==> src/rtl/module_mux_scan_pkg.sv <==
// Shared types and helpers for the time-multiplexed channel scanner.
// Provides the scan mode enum, the select-width rule and the masked round-robin search.
package module_mux_pkg;

  typedef enum logic {
    MODE_AUTO   = 1'b0,
    MODE_MANUAL = 1'b1
  } mode_e;

  // Channel index width; a 1-bit index is kept even where clog2 would give 0.
  function automatic int sel_width(input int n);
    return (n > 1) ? $clog2(n) : 1;
  endfunction

  // Next set bit of mask strictly above cur, wrapping at n. Returns cur when no
  // other channel is enabled, so a lone or empty mask leaves the pointer alone.
  function automatic logic [3:0] next_enabled(input logic [15:0] mask,
                                              input logic [3:0]  cur,
                                              input int          n);
    logic [3:0] res;
    logic       found;
    int         idx;
    res   = cur;
    found = 1'b0;
    for (int i = 1; i <= 16; i++) begin
      if (i <= n && !found) begin
        idx = (int'(cur) + i) % n;
        if (mask[idx[3:0]]) begin
          res   = idx[3:0];
          found = 1'b1;
        end
      end
    end
    return res;
  endfunction

endpackage

==> src/rtl/module_mux_scan_if.sv <==
// Channel bus of the scanner: flattened channel data, mask and mode in; selected data,
// index, one-hot enable and advance strobe out.
interface module_mux_scan_if
  import module_mux_pkg::*;
#(
  parameter int ANCHO = 8,
  parameter int N_CH  = 4
);
  localparam int SEL_W = sel_width(N_CH);

  logic [N_CH*ANCHO-1:0] data_i;
  logic [N_CH-1:0]       en_mask_i;
  mode_e                 mode_i;
  logic [SEL_W-1:0]      sel_i;
  logic [ANCHO-1:0]      out_o;
  logic [SEL_W-1:0]      sel_o;
  logic [N_CH-1:0]       an_o;
  logic                  adv_o;

  modport master (
    output data_i, en_mask_i, mode_i, sel_i,
    input  out_o, sel_o, an_o, adv_o
  );

  modport slave (
    input  data_i, en_mask_i, mode_i, sel_i,
    output out_o, sel_o, an_o, adv_o
  );

endinterface

==> src/rtl/module_mux_scan_prescaler.sv <==
// Dwell prescaler: counts 0..DWELL-1 and pulses tick for one cycle at terminal count.
// clr holds the count at 0 (manual mode) and suppresses the tick.
module module_prescaler #(
  parameter int DWELL = 50000
) (
  input  logic clk,
  input  logic rst,
  input  logic clr,
  output logic tick
);
  localparam int            CW   = (DWELL > 1) ? $clog2(DWELL) : 1;
  localparam logic [CW-1:0] LAST = CW'(DWELL - 1);

  logic [CW-1:0] cnt;

  // NOTE: sequential state uses non-blocking assignments so every flop samples pre-edge values.
  always_ff @(posedge clk) begin
    if (rst || clr) begin
      cnt <= '0;
    end else if (cnt == LAST) begin
      cnt <= '0;
    end else begin
      cnt <= cnt + CW'(1);
    end
  end

  assign tick = !clr && (cnt == LAST);

endmodule

==> src/rtl/module_mux_scan.sv <==
// N:1 time-multiplexed channel scanner with auto/manual modes and masked-channel skipping.
// Optional anti-ghosting blanking of an_o on channel change when MUX_BLANK_EN is defined.
module module_mux_scan
  import module_mux_pkg::*;
#(
  parameter int ANCHO = 8,
  parameter int N_CH  = 4,
  parameter int DWELL = 50000,
  parameter int BLANK = 2
) (
  input logic              clk,
  input logic              rst,
  module_mux_scan_if.slave bus
);
  localparam int SEL_W = sel_width(N_CH);

  logic [SEL_W-1:0] ptr, ptr_nxt, cur;
  logic [SEL_W-1:0] sel_q;
  logic [ANCHO-1:0] out_q, out_nxt;
  logic [N_CH-1:0]  an_q, an_nxt;
  logic             adv_q;
  logic             tick, clr, chg, blanking;

  assign clr = (bus.mode_i == MODE_MANUAL);

  module_prescaler #(.DWELL(DWELL)) u_prescaler (
    .clk  (clk),
    .rst  (rst),
    .clr  (clr),
    .tick (tick)
  );

  // cur is the channel the outputs will show next; manual mode bypasses the pointer
  // so sel_o follows sel_i with one cycle of latency.
  // NOTE: every combinational output gets a default first so no path can infer a latch.
  always_comb begin
    cur     = ptr;
    ptr_nxt = ptr;
    if (bus.mode_i == MODE_MANUAL) begin
      cur     = bus.sel_i;
      ptr_nxt = bus.sel_i;
    end else if (tick) begin
      ptr_nxt = SEL_W'(next_enabled(16'(bus.en_mask_i), 4'(ptr), N_CH));
    end
  end

  // Out-of-range or masked channels match nothing and so drive zero data and no enable.
  always_comb begin
    out_nxt = '0;
    an_nxt  = '0;
    for (int k = 0; k < N_CH; k++) begin
      if (cur == SEL_W'(k) && bus.en_mask_i[k]) begin
        out_nxt   = bus.data_i[k*ANCHO +: ANCHO];
        an_nxt[k] = 1'b1;
      end
    end
  end

  assign chg = (cur != sel_q);

`ifdef MUX_BLANK_EN
  localparam int               BLANK_W    = (BLANK > 1) ? $clog2(BLANK) : 1;
  localparam logic [BLANK_W-1:0] BLANK_LOAD = BLANK_W'((BLANK > 0) ? BLANK - 1 : 0);

  // Remaining blank cycles after the adv_o cycle itself.
  logic [BLANK_W-1:0] blank_cnt;

  always_ff @(posedge clk) begin
    if (rst) begin
      blank_cnt <= '0;
    end else if (chg && BLANK > 0) begin
      blank_cnt <= BLANK_LOAD;
    end else if (blank_cnt != '0) begin
      blank_cnt <= blank_cnt - BLANK_W'(1);
    end
  end

  assign blanking = (chg && BLANK > 0) || (blank_cnt != '0);
`else
  assign blanking = 1'b0;
`endif

  // NOTE: only control/output flops exist here, so all of them take the synchronous reset.
  always_ff @(posedge clk) begin
    if (rst) begin
      ptr   <= '0;
      sel_q <= '0;
      out_q <= '0;
      an_q  <= '0;
      adv_q <= 1'b0;
    end else begin
      ptr   <= ptr_nxt;
      sel_q <= cur;
      out_q <= out_nxt;
      an_q  <= blanking ? '0 : an_nxt;
      adv_q <= chg;
    end
  end

  assign bus.sel_o = sel_q;
  assign bus.out_o = out_q;
  assign bus.an_o  = an_q;
  assign bus.adv_o = adv_q;

endmodule
==> src/flat_wrapper.sv <==
// flat-port wrapper written by rule: the top's interface ports become plain ports
module module_mux_scan_flat import module_mux_pkg::*;
#(
  parameter int ANCHO = 8,
  parameter int N_CH  = 4,
  parameter int DWELL = 50000,
  parameter int BLANK = 2
)
  (clk, rst, bus_data_i, bus_en_mask_i, bus_mode_i, bus_sel_i, bus_out_o, bus_sel_o, bus_an_o, bus_adv_o);
  module_mux_scan_if #(.ANCHO(ANCHO), .N_CH(N_CH)) bus_i ();
  input logic clk;
  input logic rst;
  input wire logic [$bits(bus_i.data_i)-1:0] bus_data_i;
  input wire logic [$bits(bus_i.en_mask_i)-1:0] bus_en_mask_i;
  input wire logic [$bits(bus_i.mode_i)-1:0] bus_mode_i;
  input wire logic [$bits(bus_i.sel_i)-1:0] bus_sel_i;
  output wire logic [$bits(bus_i.out_o)-1:0] bus_out_o;
  output wire logic [$bits(bus_i.sel_o)-1:0] bus_sel_o;
  output wire logic [$bits(bus_i.an_o)-1:0] bus_an_o;
  output wire logic [$bits(bus_i.adv_o)-1:0] bus_adv_o;
  assign bus_i.data_i = bus_data_i;
  assign bus_i.en_mask_i = bus_en_mask_i;
  assign bus_i.mode_i = bus_mode_i;
  assign bus_i.sel_i = bus_sel_i;
  assign bus_out_o = bus_i.out_o;
  assign bus_sel_o = bus_i.sel_o;
  assign bus_an_o = bus_i.an_o;
  assign bus_adv_o = bus_i.adv_o;
  module_mux_scan #(.ANCHO(ANCHO), .N_CH(N_CH), .DWELL(DWELL), .BLANK(BLANK)) u_core (.clk(clk), .rst(rst), .bus(bus_i));
endmodule
==> config.mk <==
export PLATFORM = sky130hd
export DESIGN_NAME = module_mux_scan_flat
export DESIGN_NICKNAME = d
export VERILOG_FILES = /design/src/rtl/module_mux_scan_pkg.sv /design/src/rtl/module_mux_scan_if.sv /design/src/rtl/module_mux_scan_prescaler.sv /design/src/rtl/module_mux_scan.sv /design/src/flat_wrapper.sv
export SDC_FILE = /design/constraint.sdc
export NUM_CORES = 1
export LEC_CHECK = 0
export ABC_CLOCK_PERIOD_IN_PS = 1780
export CORE_UTILIZATION = 41
export DETAILED_ROUTE_END_ITERATION = 7
export GPL_TIMING_DRIVEN = 0
export PLACE_DENSITY = 0.85
export SYNTH_ARGS = -nofsm -noshare
export SYNTH_HDL_FRONTEND = slang
export SYNTH_SLANG_ARGS = --single-unit
==> constraint.sdc <==
create_clock -name clk -period 1.78 [get_ports clk]
set_input_delay 0.356 -clock clk [delete_from_list [all_inputs] [get_ports clk]]
set_output_delay 0.356 -clock clk [all_outputs]
set_load 0.01 [all_outputs]
==> flow_summary.ini, run 1 <==
[floorplanning]
core_mm2 = 0.00380
dieArea_mm2 = 0.00438
start_util_pct = 44.5
die_width_um = 66.2
num_io_pins = 56
dieHeight_um = 66.2
rows = 22

[critical_path]
crit_type = flip-flop to flip-flop
r2r-end = u_core.u_prescaler.cnt[11]$_SDFF_PP0_
reg2reg_from = u_core.u_prescaler.cnt[11]$_SDFF_PP0_
worst_ep_arrival_time_ps = 1920
reg2reg_slack_ps = 40
cp.required_ps = 1960
cp-start-kind = flip-flop
critPathCaptureType = flip-flop
rr_worst_depth = 5
critPathMaxFanout = 10

[placement]
gp_congestion = 0.840
port_buffers = 53
dpl.hpwl_um = 3230

[drt]
post_drt_wl_per_cell_um = 15.2
drtIter0Drc = 105
ant_nets = 0
via_count = 1639
drc = 0
drt-pass1-iter-count = 4
via_per_inst = 5.69
finalWirelength_um = 4360

[grt]
antenna_found_initial = 0
grt_pass1_wl_um = 6830
grt_pass1_vias = 1488
grt_max_degree = 11
groute.usage.overall_pct = 20.8
grt_overflow = 0

[job]
drv_cap = 0

[synthesis]
syn_inst = 178
syn-num-nets = 220
async_flop_share_pct = 0
synth_top_area_share_pct = 39.1
synth_edf_count = 0
ys_ff_latch = 33
synth_area_leaders = dfxtp_1 (39%), a222oi_1 (4.7%), o2bb2ai_1 (4.1%), nor2_2 (3.7%), xnor2_1 (3.6%)
ys_dominant_reg_cell = dfxtp_1
ys_seq_area_share_pct = 39.1
synth_top_cell_by_area = dfxtp_1
syn_area_mm2 = 0.00169
ys_types = 53
syn_avg_cell_area_um2 = 9.50
yosysWarnings = 0

[timing]
setup_violations = 0
slew_violations = 0
period_share_pct = 97.9
relSlewSlack_pct = 72.5
fmaxAchievable_mhz = 574
tightest_slew_ps = 409
hold_viol_final = 0
min_period_ps = 1740
fin_worst_skew_ps = 5.66
rsz0062_at_grt = true

[finish]
drive_gt1_share_pct = 17.1
final_cell_mix = clkdlybuf4s50_1 (49), dfxtp_1 (31), nor2_2 (10), a222oi_1 (8), o2bb2ai_1 (8)
nets = 281
final_common_cell = clkdlybuf4s50_1
area_growth_pct = 44.9
antennaDiodeCount = 0
final_core_util_pct = 64.5

[clock_tree]
cts_max_level = 2
insertion_delay_ps = 290
cts_buffers = 5
clk_pin_slew_ps = 70
cts_sinks = 33
root_buffer = clkbuf_8
cts_buffer_depth = 2
tritoncts = done

[power_and_ir_drop]
pwr-share-comb_pct = 16.5
p_seq_share_pct = 46.4
report.power.total_mw = 1.67
leakage_nw = 0.838
p_int_mw = 1.28
swShare_pct = 23.5
p_clk_share_pct = 37.1
powerDensity_mw_per_mm2 = 683
switching_power_uw = 394
ir_worst_vdd_v = 0.000532

[run_status]
status = finished clean

[worst_hold_path]
hold_depth = 2
min_path_type = input pin to flip-flop
min_to = u_core.bus.adv_o$_SDFF_PP0_
min_from = rst
[per-stage QoR]
stage | hold WS, ps | area (um^2) | setup WS, ps | instances | TNS (ps)
floorplan | 423 | 1690 | 32.1 | 178 | 0
global placement | 443 | 2280 | -498 | 279 | -5600
detailed placement | 449 | 2280 | -500 | 279 | -5850
CTS | 359 | 2410 | 10.5 | 288 | 0
global route | 384 | 2450 | -6.01 | 288 | -6.01
finish | 367 | 2450 | 37.8 | 288 | 0
[metal layers]
metal  GRT usage, %  routed length [um]
met1           26.9                1920
met2           31.3                2110
met3           5.17                 228
met4           11.2                 107
met5              0                   0
[power groups by stage]
stage               sequential [mW]  clock, mW  combinational (mW)
global route                  0.779      0.684               0.297
detailed placement            0.793          0               0.267
floorplan                     0.800          0               0.104
CTS                           0.776      0.634               0.273
finish                        0.777      0.620               0.276
global placement              0.792          0               0.263
[Yosys cell counts (3+ instances only)]
cell type  count
nand2_1        6
nand4_1        4
nand3b_1       4
nor2_2        10
nor2_1         4
clkbuf_1       3
xnor2_1        7
o21ai_0        6
xor2_1         5
nand3_1        7
nand2b_1       4
a21oi_1        7
and3_1         7
or3b_1         3
or3_1          5
nor2b_1        4
nor3_1         3
o2bb2ai_1      8
a222oi_1       8
dfxtp_1       33
[how the worst max path moves through the flow]
stage | start | endpoint | slack [ps] | cells after the start
CTS | bus_mode_i | u_core.bus.out_o[4]$_SDFF_PP0_ | 10 | 5
detailed placement | bus_mode_i | u_core.bus.out_o[4]$_SDFF_PP0_ | -500 | 5
global route | u_core.u_prescaler.cnt[11]$_SDFF_PP0_ | u_core.u_prescaler.cnt[11]$_SDFF_PP0_ | -6 | 5
floorplan | u_core.u_prescaler.cnt[11]$_SDFF_PP0_ | u_core.u_prescaler.cnt[11]$_SDFF_PP0_ | 30 | 5
global placement | bus_mode_i | u_core.bus.out_o[7]$_SDFF_PP0_ | -500 | 5
finish | u_core.u_prescaler.cnt[11]$_SDFF_PP0_ | u_core.u_prescaler.cnt[11]$_SDFF_PP0_ | 40 | 5
[critical path, cell delays in order (launching register included)]
cell and delay (ps):
dfxtp_2 350, or4_4 540, or4_4 450, nand2_4 100, buf_12 140, nor2_2 50
[cell type report]
class	count	area, um^2
flip-flops and latches	33	663
repair buffers	55	548
fillers	324	1350
clock buffers	7	96.3
multi-input cells	136	1020
well taps	48	60.1
clock inverters	1	5.00
plain buffers	6	52.6
inverters	2	7.51
[kinds of logic after synthesis]
kind of cell	Yosys count	share of synthesized area, %
and+or+nand+nor	78	29.6
AOI/OAI and AO/OA	44	20.0
DFF	33	39.1
xor gates and xnor gates	12	6.22
buffers and inverters	9	3.70
muxes	1	0.666
adders and majority gates	1	0.740
[flip-flops by register name, indices dropped and copies added, names as in the netlist]
signal / cells
u_core.bus.adv_o: 1
u_core.bus.an_o: 4
u_core.bus.out_o: 8
u_core.bus.sel_o: 2
u_core.ptr: 2
u_core.u_prescaler.cnt: 16
[timing repair]
item | in CTS | in global routing
pin swaps | 1 | 1
hold buffers | 0 | 0
gates resized for setup | 7 | 12
endpoints found under the setup margin | 20 | 25
buffers inserted | 2 | 0
Note: power is estimated with default switching activity, not from simulation.
==> run 2: changes to the inputs <==
ABC_CLOCK_PERIOD_IN_PS = 2100   (was 1780)
CORE_UTILIZATION = 49   (was 41)
CTS_CLUSTER_SIZE = 24   (was not set)
PLACE_DENSITY = 0.94   (was 0.85)
SETUP_SLACK_MARGIN = 0.2   (was not set)
clock period = 2.1 ns   (was 1.78 ns; I/O delays follow)
==> run 2 against run 1 <==
Against the previous run: register-to-register slack improved by 240 ps; global-route usage is 5.2 points higher; sequential power fell by 15%; highest routed layer unchanged; wire length grew 0.30%; non-clock buffer count fell by 1; cell count shrank 2.1%; via count rose by 0.49%; die area decreased by 16%; clock power fell by 42%.
==> flow_summary.ini, run 2 (synthesis gave the netlist of run 1 again) <==
[finish]
final_cell_mix = clkdlybuf4s50_1 (51), dfxtp_1 (31), nor2_2 (10), a222oi_1 (8), o2bb2ai_1 (8)
largest_reg_flops = 16
final_common_cell = clkdlybuf4s50_1
instances_no_fill = 282
antennaDiodeCount = 0
area_growth_pct = 39.5
stdcell_area_mm2 = 0.00236
drive_gt1_share_pct = 13.0
nets = 280
largest_register = u_core.u_prescaler.cnt

[clock_tree]
ctsHoldBuffers = 0
clk_pin_slew_ps = 100
cts_buffer_depth = 2
cts_sinks = 33
root_buffer = clkbuf_4
cts_buffers = 5
cts_max_level = 2
tritoncts = done
insertion_delay_ps = 320

[timing]
fmaxAchievable_mhz = 549
period_share_pct = 86.8
fin_worst_skew_ps = 11.7
setup_slack_ps = 277
relSlewSlack_pct = 70.0
rsz0062_at_grt = false
setup_violations = 0
slew_violations = 0
hold_viol_final = 0
min_period_ps = 1820
tightest_slew_ps = 448

[critical_path]
critPathMaxFanout = 10
r2r-end = u_core.u_prescaler.cnt[11]$_SDFF_PP0_
slowest_stage = or4_4
reg2reg_from = u_core.u_prescaler.cnt[0]$_SDFF_PP0_
rr_worst_depth = 6
critPathCaptureType = flip-flop
worst_ep_arrival_time_ps = 2040
cpPeakStageDelay_ps = 630
path_delay_family = simple AND/OR/NAND/NOR gates
crit_type = flip-flop to flip-flop
crit_chain = ha_2 -> nand3_1 -> or4_4 -> nand2_8 -> buf_12 -> nor2_2
cp_num_buf_inv = 1
reg2reg_slack_ps = 280
cp.required_ps = 2310
cp-start-kind = flip-flop

[floorplanning]
dieArea_mm2 = 0.00369
dieHeight_um = 60.7
num_io_pins = 56
core_mm2 = 0.00315
start_util_pct = 53.6
rows = 20
die_width_um = 60.7

[grt]
grt_max_degree = 11
use_met3_pct = 6.82
groute.usage.overall_pct = 26.0
grt_pass1_vias = 1527
use_met1_pct = 33.5
grt_use_met2_pct = 42.2
grt_overflow = 0
grt_pass1_wl_um = 6990
antenna_found_initial = 0
busiest_layer = met2

[drt]
ant_nets = 0
drt-pass1-iter-count = 4
via_per_inst = 5.84
via_count = 1647
drc = 0
finalWirelength_um = 4380
post_drt_wl_per_cell_um = 15.5
drtIter0Drc = 147

[placement]
gp_congestion = 0.825
dpl.hpwl_um = 3380
dp_cells = 275
port_buffers = 53
post_dp_cell_area_mm2 = 0.00228
place_ws_ps = -253

[power_and_ir_drop]
leakage_nw = 0.799
ir_worst_vdd_v = 0.000321
powerDensity_mw_per_mm2 = 529

[worst_hold_path]
min_to = u_core.ptr[1]$_SDFFE_PP0P_
hold_depth = 2
min_from = rst
min_path_type = input pin to flip-flop

[job]
drv_cap = 0

[run_status]
status = finished clean
run 2: final cells by class:
cell class / instances / area, um^2
flip-flops and latches: 33 / 663
repair buffers: 53 / 536
inverters: 2 / 7.51
clock buffers: 7 / 55.1
multi-input cells: 136 / 986
fillers: 238 / 795
plain buffers: 7 / 56.3
well taps: 44 / 55.1
run 2: report_power, final:
part / switching (mW) / leakage [nW] / total, mW / internal (mW)
Clock: 0.199 / 0.0314 / 0.357 / 0.158
Sequential: 0.0113 / 0.270 / 0.657 / 0.646
Combinational: 0.0936 / 0.498 / 0.233 / 0.139
Total: 0.304 / 0.799 / 1.25 / 0.944
run 2: worst max path at each step:
| stage | cells past startpoint | startpoint | end |
|---|---|---|---|
| after global placement | 5 | bus_mode_i | u_core.bus.out_o[7]$_SDFF_PP0_ |
| after detailed placement | 5 | bus_mode_i | u_core.bus.out_o[1]$_SDFF_PP0_ |
| after floorplan | 5 | u_core.u_prescaler.cnt[11]$_SDFF_PP0_ | u_core.u_prescaler.cnt[11]$_SDFF_PP0_ |
| after CTS | 5 | u_core.u_prescaler.cnt[11]$_SDFF_PP0_ | u_core.u_prescaler.cnt[0]$_SDFF_PP0_ |
| final | 6 | u_core.u_prescaler.cnt[0]$_SDFF_PP0_ | u_core.u_prescaler.cnt[11]$_SDFF_PP0_ |
| after global routing | 6 | u_core.u_prescaler.cnt[0]$_SDFF_PP0_ | u_core.u_prescaler.cnt[11]$_SDFF_PP0_ |
run 2: what timing repair did:
item / in CTS / in global routing
gates resized for setup: 3 / 6
buffers inserted: 0 / 0
endpoints found under the setup margin: 8 / 12
pin swaps: 0 / 1
run 2: routing by layer:
metal	wire (um)	share of wire (%)	vias to the layer above
met5	0	0	-
met4	76	1.7	0
met3	225	5.1	6
met2	2210	51	59
met1	1860	43	777
li1	-	-	805
run 2: per-stage QoR:
| step | power, mW | utilization [%] | TNS, ps | hold WS, ps |
|---|---|---|---|---|
| 6_report | 1.25 | 74.8 | 0 | 407 |
| 5_1_grt | 1.30 | 74.8 | 0 | 409 |
| 4_1_cts | 1.25 | 74.2 | 0 | 396 |
| 3_5_place_dp | 0.900 | 72.2 | -1840 | 444 |
| 3_3_place_gp | 0.893 | 72.2 | -1760 | 434 |
| 2_1_floorplan | 0.767 | - | 0 | 423 |
==> run 3: changes to the inputs <==
ABC_CLOCK_PERIOD_IN_PS = 2150   (was 2100)
clock period = 2.15 ns   (was 2.1 ns; I/O delays follow)
==> run 3 against run 2 <==
Against the previous run: flip-flop and latch count unchanged; register-to-register slack hardly changed; global-route usage unchanged; first-iteration DRC count is 6.8% higher; power decreased by 2.4%; non-clock buffer count unchanged; sequential power is 2% lower; combinational power down 3%; clock skew up 1.4 ps; cell count did not move; design area down 0.74%.
==> flow_summary.ini, run 3 (synthesis gave the netlist of run 1 again) <==
[timing]
setup_violations = 0
fin_worst_skew_ps = 13.1
rsz0062_at_grt = false
relSlewSlack_pct = 72.4
setup_slack_ps = 285
tightest_slew_ps = 410
min_period_ps = 1870
slew_violations = 0
hold_viol_final = 0
fmaxAchievable_mhz = 536
period_share_pct = 86.7

[critical_path]
critPathMaxFanout = 9
reg2reg_slack_ps = 280
slowest_stage = clkdlybuf4s50_1
worst_ep_arrival_time_ps = 2060
cpPeakStageDelay_ps = 550
crit_chain = clkdlybuf4s50_1 -> mux2_2 -> nor2b_1 -> and3_1 -> clkbuf_2 -> o2bb2ai_1
rr_worst_depth = 5
critPathCaptureType = flip-flop
cp-start-kind = input pin
r2r-end = u_core.u_prescaler.cnt[11]$_SDFF_PP0_
cp_num_buf_inv = 2
cp.required_ps = 2350
crit_type = input pin to flip-flop
reg2reg_from = u_core.u_prescaler.cnt[11]$_SDFF_PP0_
path_delay_family = buffers and inverters

[finish]
final_common_cell = clkdlybuf4s50_1
instances_no_fill = 282
multi_input_area_um2 = 975
largest_register = u_core.u_prescaler.cnt
antennaDiodeCount = 0
final_core_util_pct = 74.2
n_fill_cell = 238
stdcell_area_mm2 = 0.00234
register_area_um2 = 662
largest_reg_flops = 16
final_cell_mix = clkdlybuf4s50_1 (53), dfxtp_1 (32), nor2_2 (10), a222oi_1 (8), o2bb2ai_1 (8)
nets = 280
area_growth_pct = 38.5
drive_gt1_share_pct = 12.2

[power_and_ir_drop]
switching_power_uw = 297
p_clk_share_pct = 28.7
powerDensity_mw_per_mm2 = 520
p_seq_share_pct = 52.7
p_int_uw = 921
ir_worst_vdd_v = 0.000316
swShare_pct = 24.4
report.power.total_mw = 1.22
leakage_nw = 0.781
pwr-share-comb_pct = 18.6

[floorplanning]
core_mm2 = 0.00315
dieHeight_um = 60.7
die_width_um = 60.7
rows = 20
num_io_pins = 56
dieArea_mm2 = 0.00369
start_util_pct = 53.6

[placement]
gp_congestion = 0.825
place_ws_ps = -213
post_dp_cell_area_mm2 = 0.00228
dp_cells = 275
port_buffers = 53
dpl.hpwl_um = 3380

[clock_tree]
insertion_delay_ps = 320
cts_max_level = 2
ctsHoldBuffers = 0
postCtsSetupBuffers = 0
tritoncts = done
cts_buffer_depth = 2
cts_buffers = 5
cts_sinks = 33
clk_pin_slew_ps = 100
root_buffer = clkbuf_4

[grt]
grt_pass1_vias = 1526
grt_overflow = 0
groute.usage.overall_pct = 26.0
grt_max_degree = 11
antenna_found_initial = 0
grt_pass1_wl_um = 6990
use_met1_pct = 33.6
use_met3_pct = 6.82
grt_use_met2_pct = 42.1
busiest_layer = met2

[drt]
drtIter0Drc = 157
ant_nets = 0
via_count = 1656
drt-pass1-iter-count = 5
finalWirelength_um = 4380
post_drt_wl_per_cell_um = 15.5
drc = 0
via_per_inst = 5.87

[worst_hold_path]
min_from = rst
min_to = u_core.ptr[1]$_SDFFE_PP0P_
hold_depth = 2
min_path_type = input pin to flip-flop

[job]
drv_cap = 0

[run_status]
status = finished clean
==> run 3: worst register-to-register path, delay by kind of cell, from the launching register on <==
kind | cells | cell delay [ps]
flops | 1 | 360
buf+inv | 1 | 150
simple gates | 4 | 1260
==> run 3: layer usage <==
layer	vias up	share of wire (%)
met5	-	0
met3	6	4.2
met4	0	1.8
met1	794	43
li1	803	-
met2	53	51
==> run 3: layout make-up <==
class | instances | area share, %
Multi-Input combinational cell | 136 | 41.6
Sequential cell | 33 | 28.3
Timing Repair Buffer | 53 | 22.7
Buffer | 7 | 2.41
Clock buffer | 7 | 2.35
Tap cell | 44 | 2.35
Inverter | 2 | 0.321
==> run 3: worst max path at each step <==
stage	slack (ps)	startpoint	endpoint	cells after the start
final	280	bus_mode_i	u_core.bus.out_o[1]$_SDFF_PP0_	6
after global routing	210	u_core.u_prescaler.cnt[0]$_SDFF_PP0_	u_core.u_prescaler.cnt[11]$_SDFF_PP0_	6
after CTS	220	bus_mode_i	u_core.bus.out_o[1]$_SDFF_PP0_	6
after detailed placement	-210	bus_mode_i	u_core.bus.out_o[1]$_SDFF_PP0_	5
after global placement	-190	bus_mode_i	u_core.bus.out_o[7]$_SDFF_PP0_	5
after floorplan	400	u_core.u_prescaler.cnt[11]$_SDFF_PP0_	u_core.u_prescaler.cnt[11]$_SDFF_PP0_	5
==> run 3: through the flow <==
step,setup TNS (ps),hold slack [ps]
after global routing,0,419
after CTS,0,406
after detailed placement,-1460,444
after global placement,-1420,434
after floorplan,0,423
final,0,413
==> run 3: power groups by stage <==
stage | clock network, mW | registers (mW) | logic, mW
detailed placement | 0 | 0.657 | 0.223
CTS | 0.351 | 0.642 | 0.226
floorplan | 0 | 0.663 | 0.0865
finish | 0.350 | 0.642 | 0.226
global placement | 0 | 0.655 | 0.217
global route | 0.381 | 0.645 | 0.243
==> run 3: timing repair <==
action / CTS / global route
resized for setup: 2 / 3
endpoints found under the setup margin: 8 / 16
hold endpoints to repair: 0 / 0
